===== config.mk =====
export PLATFORM = sky130hd
export DESIGN_NAME = uart_rx_fifo
export DESIGN_NICKNAME = d
export VERILOG_FILES = /design/src/rtl/uart_rx_fifo.sv
export SDC_FILE = /design/constraint.sdc
export NUM_CORES = 1
export LEC_CHECK = 0
export BUFFER_PORTS_ARGS = -buffer_cell sky130_fd_sc_hd__buf_2
export CAP_MARGIN = 20
export CORE_MARGIN = 8
export CORE_UTILIZATION = 45
export CTS_BUF_LIST = sky130_fd_sc_hd__clkbuf_16
export CTS_CLUSTER_DIAMETER = 40
export DETAILED_ROUTE_END_ITERATION = 8
export GPL_ROUTABILITY_DRIVEN = 0
export SYNTH_ARGS = -nofsm -noshare
export SYNTH_HDL_FRONTEND = slang
export SYNTH_SLANG_ARGS = --single-unit

===== constraint.sdc =====
create_clock -name clk -period 2.3 [get_ports clk]
set_input_delay 0.46 -clock clk [delete_from_list [all_inputs] [get_ports clk]]
set_output_delay 0.46 -clock clk [all_outputs]
set_load 0.01 [all_outputs]

===== src/rtl/uart_rx_fifo.sv =====
// uart_rx_fifo
// ------------------------------------------------------------------------
// Receive-side byte FIFO sitting between a UART receiver and a consumer.
// Bytes are pushed by a single-cycle strobe from the receiver and popped
// by the consumer. The head byte is presented first-word fall-through.
// A sticky flag records any byte that had to be dropped because the FIFO
// was full.
//
// Parameters
//   DEPTH             number of byte entries (power of two, 4..256)
//   AW                pointer width, log2(DEPTH)
//
// Ports
//   clk               system clock, all state on the rising edge
//   rst_n             asynchronous active-low reset
//   in_rx_byte        byte from the UART receiver
//   in_rx_valid       single-cycle strobe qualifying in_rx_byte
//   in_read           consumer pop request, one byte per asserted cycle
//   in_flush          synchronous empty request
//   in_clear_overflow clears the sticky overflow flag
//   out_data          head byte, valid while out_available is high
//   out_available     FIFO non-empty
//   out_full          FIFO holds DEPTH bytes
//   out_count         number of stored bytes, 0..DEPTH
//   out_overflow      sticky flag, set when a byte is dropped
// ------------------------------------------------------------------------
module uart_rx_fifo #(
    parameter int DEPTH = 16,
    parameter int AW    = 4
) (
    input  logic          clk,
    input  logic          rst_n,
    input  logic [7:0]    in_rx_byte,
    input  logic          in_rx_valid,
    input  logic          in_read,
    input  logic          in_flush,
    input  logic          in_clear_overflow,
    output logic [7:0]    out_data,
    output logic          out_available,
    output logic          out_full,
    output logic [AW:0]   out_count,
    output logic          out_overflow
);

    localparam logic [AW:0] FULL_COUNT = (AW+1)'(DEPTH);

    logic [7:0]  mem_q [DEPTH];

    logic [AW-1:0] wptr_q, wptr_d;
    logic [AW-1:0] rptr_q, rptr_d;
    logic [AW:0]   count_q, count_d;
    logic          overflow_q, overflow_d;

    logic          pop_ok;
    logic          push_ok;
    logic          drop;
    logic          mem_we;

    // A push into a full FIFO is still taken when a pop frees a slot in
    // the same cycle; only a push that finds no room is dropped. A flush
    // overrides any push or pop that cycle, so storage is not written then.
    always_comb begin
        pop_ok  = in_read && (count_q != '0);
        push_ok = in_rx_valid && ((count_q != FULL_COUNT) || pop_ok);
        drop    = in_rx_valid && !push_ok;
        mem_we  = push_ok && !in_flush;

        wptr_d     = wptr_q;
        rptr_d     = rptr_q;
        count_d    = count_q;
        overflow_d = overflow_q;

        if (in_flush) begin
            wptr_d  = '0;
            rptr_d  = '0;
            count_d = '0;
        end else begin
            if (push_ok) begin
                wptr_d = wptr_q + 1'b1;
            end
            if (pop_ok) begin
                rptr_d = rptr_q + 1'b1;
            end
            if (push_ok && !pop_ok) begin
                count_d = count_q + 1'b1;
            end else if (pop_ok && !push_ok) begin
                count_d = count_q - 1'b1;
            end

            // A drop in the same cycle as a clear leaves the flag set.
            if (drop) begin
                overflow_d = 1'b1;
            end else if (in_clear_overflow) begin
                overflow_d = 1'b0;
            end
        end
    end

    always_ff @(posedge clk or negedge rst_n) begin
        if (!rst_n) begin
            wptr_q     <= '0;
            rptr_q     <= '0;
            count_q    <= '0;
            overflow_q <= 1'b0;
        end else begin
            wptr_q     <= wptr_d;
            rptr_q     <= rptr_d;
            count_q    <= count_d;
            overflow_q <= overflow_d;
        end
    end

    // Storage has no reset; stale contents are unreachable once the
    // pointers and count are cleared.
    always_ff @(posedge clk) begin
        if (mem_we) begin
            mem_q[wptr_q] <= in_rx_byte;
        end
    end

    assign out_data      = mem_q[rptr_q];
    assign out_available = (count_q != '0);
    assign out_full      = (count_q == FULL_COUNT);
    assign out_count     = count_q;
    assign out_overflow  = overflow_q;

endmodule


# ---- Word level (Yosys, flattened, before mapping)
# Memories as Yosys holds them, arrays and structs flattened.
# Index checks and enable logic that the tools add are counted.
dict set report word_totals {
  memories 1
  ramBits 128
  out_inout_bits 16
  wordCells 39
  reg_bits 14
  in_bits 14
}
# name words width rd rd_ports_with_merged_regs wr line_no
set mem_list {}
lappend mem_list {mem_q 16 8 1 0 1 47} ;# logic [7:0] mem_q [DEPTH];
dict set report classes {
  n_reduce_logical 16
  addsub 4
  n_eq_ne 2
  bitwise 1
  mux 11
}
# operator count
set op_table {}
lappend op_table {{$mux W4} 4}
lappend op_table {{$mux W5} 3}
lappend op_table {{$add A4 B1 Y4 const B} 2}
lappend op_table {{$logic_and A1 B1 Y1} 6}
lappend op_table {{$reduce_bool A2 Y1} 3}
lappend op_table {{$add A5 B1 Y5 const B} 1}
lappend op_table {{$eq A5 B5 Y1 const B} 1}
lappend op_table {{$ne A5 B5 Y1 const B} 1}
lappend op_table {{$reduce_bool A5 Y1} 1}
lappend op_table {{$sub A5 B1 Y5 const B} 1}
lappend op_table {{$mux W1} 4}
lappend op_table {{$logic_not A1 Y1} 3}
lappend op_table {{$reduce_bool A3 Y1} 1}
lappend op_table {{$reduce_and A2 Y1} 1}
lappend op_table {{$logic_or A1 B1 Y1} 1}
lappend op_table {{$not A1 Y1} 1}

# ---- Logic depth before layout (Yosys ltp)
dict set report depth {
  word_depth 9
  ltp_mapped 9
  ltp_nobuf 8
}

# ---- Worst setup path before layout
# Ideal clock, no wire load.
dict set report synth_path {
  kind {reg2reg}
  start {reg count_q[1] (netlist: out_count[1])}
  end {reg count_q[4] (netlist: out_count[4])}
  slack_ns -0.183
  n_path_buf 0
  period_less_slack_ns 2.483
  t_required_ns 2.172
  setup_ns 0.128
  arrival_time_ns 2.355
  path_stages_with_launch 9
  cell_sequence {dfrtp_1 > nor4_4 > mux2_2 > inv_1 > ha_1 > a211o_1 > o21a_1 > o211ai_1 > a31oi_1}
}
dict set report synth_between {
  elab_chain_len 7
  elab_cells_between_ends 15
  cone_classes {add/sub: 2; eq/ne: 1; mux: 3; reduce/logical: 9}
}
# item line_no
set synth_rtl {}
lappend synth_rtl {{start, declared} 51} ;# logic [AW:0] count_q, count_d;
lappend synth_rtl {{start signal, assigned} 108} ;# count_q <= count_d;
lappend synth_rtl {{branches (longest 7 deep; another with $sub A5 B1 Y5)} n/a}
# Several ways; the timed one is not identified. The select of a mux whose other input is x is not followed.
# A chain may end at the register's enable or synchronous reset.

# ---- Final worst setup path
dict set report layout_path {
  start {reg rptr_q[0]}
  end {out out_data[6]}
}
dict set report layout_between {
  elab_chain_len 1
}
# item line_no
set layout_rtl {}
lappend layout_rtl {{start, declared} 50} ;# logic [AW-1:0] rptr_q, rptr_d;
lappend layout_rtl {{start signal, assigned} 107} ;# rptr_q <= rptr_d;
lappend layout_rtl {{$mem_v2 Z16 W8} n/a}
lappend layout_rtl {{end, declared} 38} ;# output logic [7:0] out_data,
# Every way passes these cells.

==> run summary <==
Status = finished, violations left
Failing checks = setup timing
GR Overflow Total = 0
Most common cell in the netlist = edfxtp_1
CTS tree = built
Synth top area cells = edfxtp_1, mux4_2, dfrtp_1
Hold Violations, Final = 0
Ys flop type = edfxtp_1
Final ANT Viol Nets = 0
Final period util = 109%
Hold Path Cell Cnt = 4
Chip height = 130 µm
Final-report max-slew violation count = 0
Row count = 41
Critical Path End Type = output pin
Setup Skew = 4.94 ps
Clk sinks = 142
Syn_area_per_cell = 18.4 µm²
Final core utilization = 57.1%
# DRC = 0
GR Util met2 = 24.6%
Pre-CTS setup slack = -35.3 ps
Synth Cell Area = 5880 µm²
Peak VDD IR = 0.640 mV
Final worst setup slack = -215 ps
Fmax = 0.398 GHz
Final WL = 12.1 mm
Register area share after synthesis = 71.3%
FF+latch count, synth = 142
Met3 global-route usage = 4.00%
Initial core utilization = 46.4%
Worst R2R End = out_count[4]
Fraction of layout cells with a size suffix above 1 = 38.7%
TritonCTS buffer count = 17
Slew headroom = 41.6%
Reg-to-Reg Start = out_count[2]
CTS max path bufs = 2
TritonRoute pass-1 iters = 5
Critical path launch point type = flip-flop
Critical path arrival = 2060 ps
Slew @ Worst Pin = 873 ps
Fin Hold WS = 347 ps
Top Usage Layer GRT = met2
Standby leakage power = 2.52 nW
Setup-failing EPs final = 8
Synth warn = 0
Fin Setup TNS = -1540 ps
Top-area cell type share of the netlist area = 65.4%
Root Buffer = clkbuf_16
Worst-Skew Late Latency = 420 ps
Required time worst endpoint = 1840 ps
Count of different cell masters after synthesis = 43
EDFF count, synth = 128
Core area = 12700 µm²
Initial antenna violation count = 0
RSZ-0062 raised after global routing = true
Max-cap violations = 0
Worst r2r path cells = 8
Final net count = 412
Post-DP HPWL = 7.82 mm
H-tree levels = 4
Area Overhead vs Synth = 23.1%
DR iter-0 viols = 344
Pin count of the biggest net entering global routing = 21
Cells after Synth = 320
IO buf count = 29
Ys async rst share = 9.86%
Setup Crit Path Kind = reg -> out
Hold Crit Start = in_clear_overflow
Period minus WS final = 2520 ps
Power density cells = 1110 nW/µm²
Ant diodes = 0
Max FO, Critical Path = 13
Vias = 3124
First-pass GRT wire length = 18.4 mm
R2R Setup Slk = 10 ps
# fillers = 989
Dpl cells = 532
Fin cells = 573
Met1 Usage GRT = 18.4%
GRT Overall Usage = 15.2%
Clock transition at the registers of the reported paths = 50 ps
Area leader, netlist = edfxtp_1
Mapped Nets = 344
Via-to-Cell Ratio = 5.45
Hold Crit Class = in -> reg
# IOs = 30
Overall die width = 130 µm
Worst Hold Endpoint = out_overflow
Number of global-route vias before repair = 3307
Top cells by count, synth = edfxtp_1, mux4_2, nor2_1
Full die area = 17000 µm²
Wire length per cell = 21.1 µm
-- kinds of logic after synthesis --
logic type / synth area share (%)
flip-flops: 71.3
AND/OR/NAND/NOR: 5.60
AO/OA/AOI/OAI: 5.36
multiplexers: 12.8
buffers and inverters: 1.64
adder cells (fa/ha/maj): 2.26
XOR/XNOR: 1.04
-- flip-flops by register name, summed over array words and instances, names as in the netlist --
| signal | cells |
|---|---|
| mem_q | 128 |
| out_count | 5 |
| rptr_q | 4 |
| wptr_q | 4 |
| out_overflow | 1 |
-- placed cells by master (no fill, tap or decap), types with 5 or more instances in the layout --
cell       instances
mux4_2            32
bufinv_16          5
edfxtp_1         128
buf_2             28
clkinv_2           5
inv_1              6
a22oi_1            8
ha_1               9
nor3_1             7
nand2_1           10
xor2_1             6
a22oi_2            8
clkbuf_16         19
a21oi_1            6
dfrtp_1           10
nor2_1            20
buf_4             26
-- layer usage --
metal | wire length [µm] | up-vias
met2 | 6210 | 75
met4 | 311 | 0
li1 | - | 1420
met1 | 5010 | 1608
met3 | 556 | 21
met5 | 0 | -
-- how the worst max path moves through the flow --
stage | endpoint | from | slack, ps
after floorplan | out_count[4] | out_count[2] | 7
after global placement | mem_q[2][5] | in_flush | 30
after detailed placement | mem_q[2][5] | in_flush | -40
after CTS | out_data[7] | rptr_q[0] | -230
after global routing | out_data[2] | rptr_q[0] | -290
final | out_data[6] | rptr_q[0] | -220
-- layout make-up --
cell class                      count  area, µm²  share of cell area (%)
Clock buffer                       17        425                    5.88
Clock inverter                     15        203                    2.80
Inverter                            5       23.8                   0.328
Multi-Input combinational cell    157       1650                    22.8
Sequential cell                   142       4200                    58.0
Tap cell                          172        215                    2.97
Timing Repair Buffer               65        520                    7.19
-- critical path, cell delays in order (launching register included) --
cell	delay, ps
dfrtp_2	400
buf_12	170
mux4_2	540
a22oi_2	270
nand2_1	80
buf_2	150
-- where the power goes --
part           switching [mW]  internal (mW)
sequential             0.0710           2.90
combinational            1.05           1.15
clock                   0.997           1.90
total                    2.12           5.95
-- through the flow --
stage          total power [mW]  cell area (µm²)
2_1_floorplan              4.35             5890
3_3_place_gp               4.95             6420
3_5_place_dp               4.96             6420
4_1_cts                    7.99             7140
5_1_grt                    8.43             7240
6_report                   8.07             7240
-- what timing repair did --
item,in CTS,in global routing
setup buffers,5,1
endpoints found under the setup margin,9,10
gates cloned,0,3
resized for setup,12,8
pin swaps,1,8
hold endpoints to repair,14,0
hold buffers,1,0
Note: power is estimated with default switching activity, not from simulation.
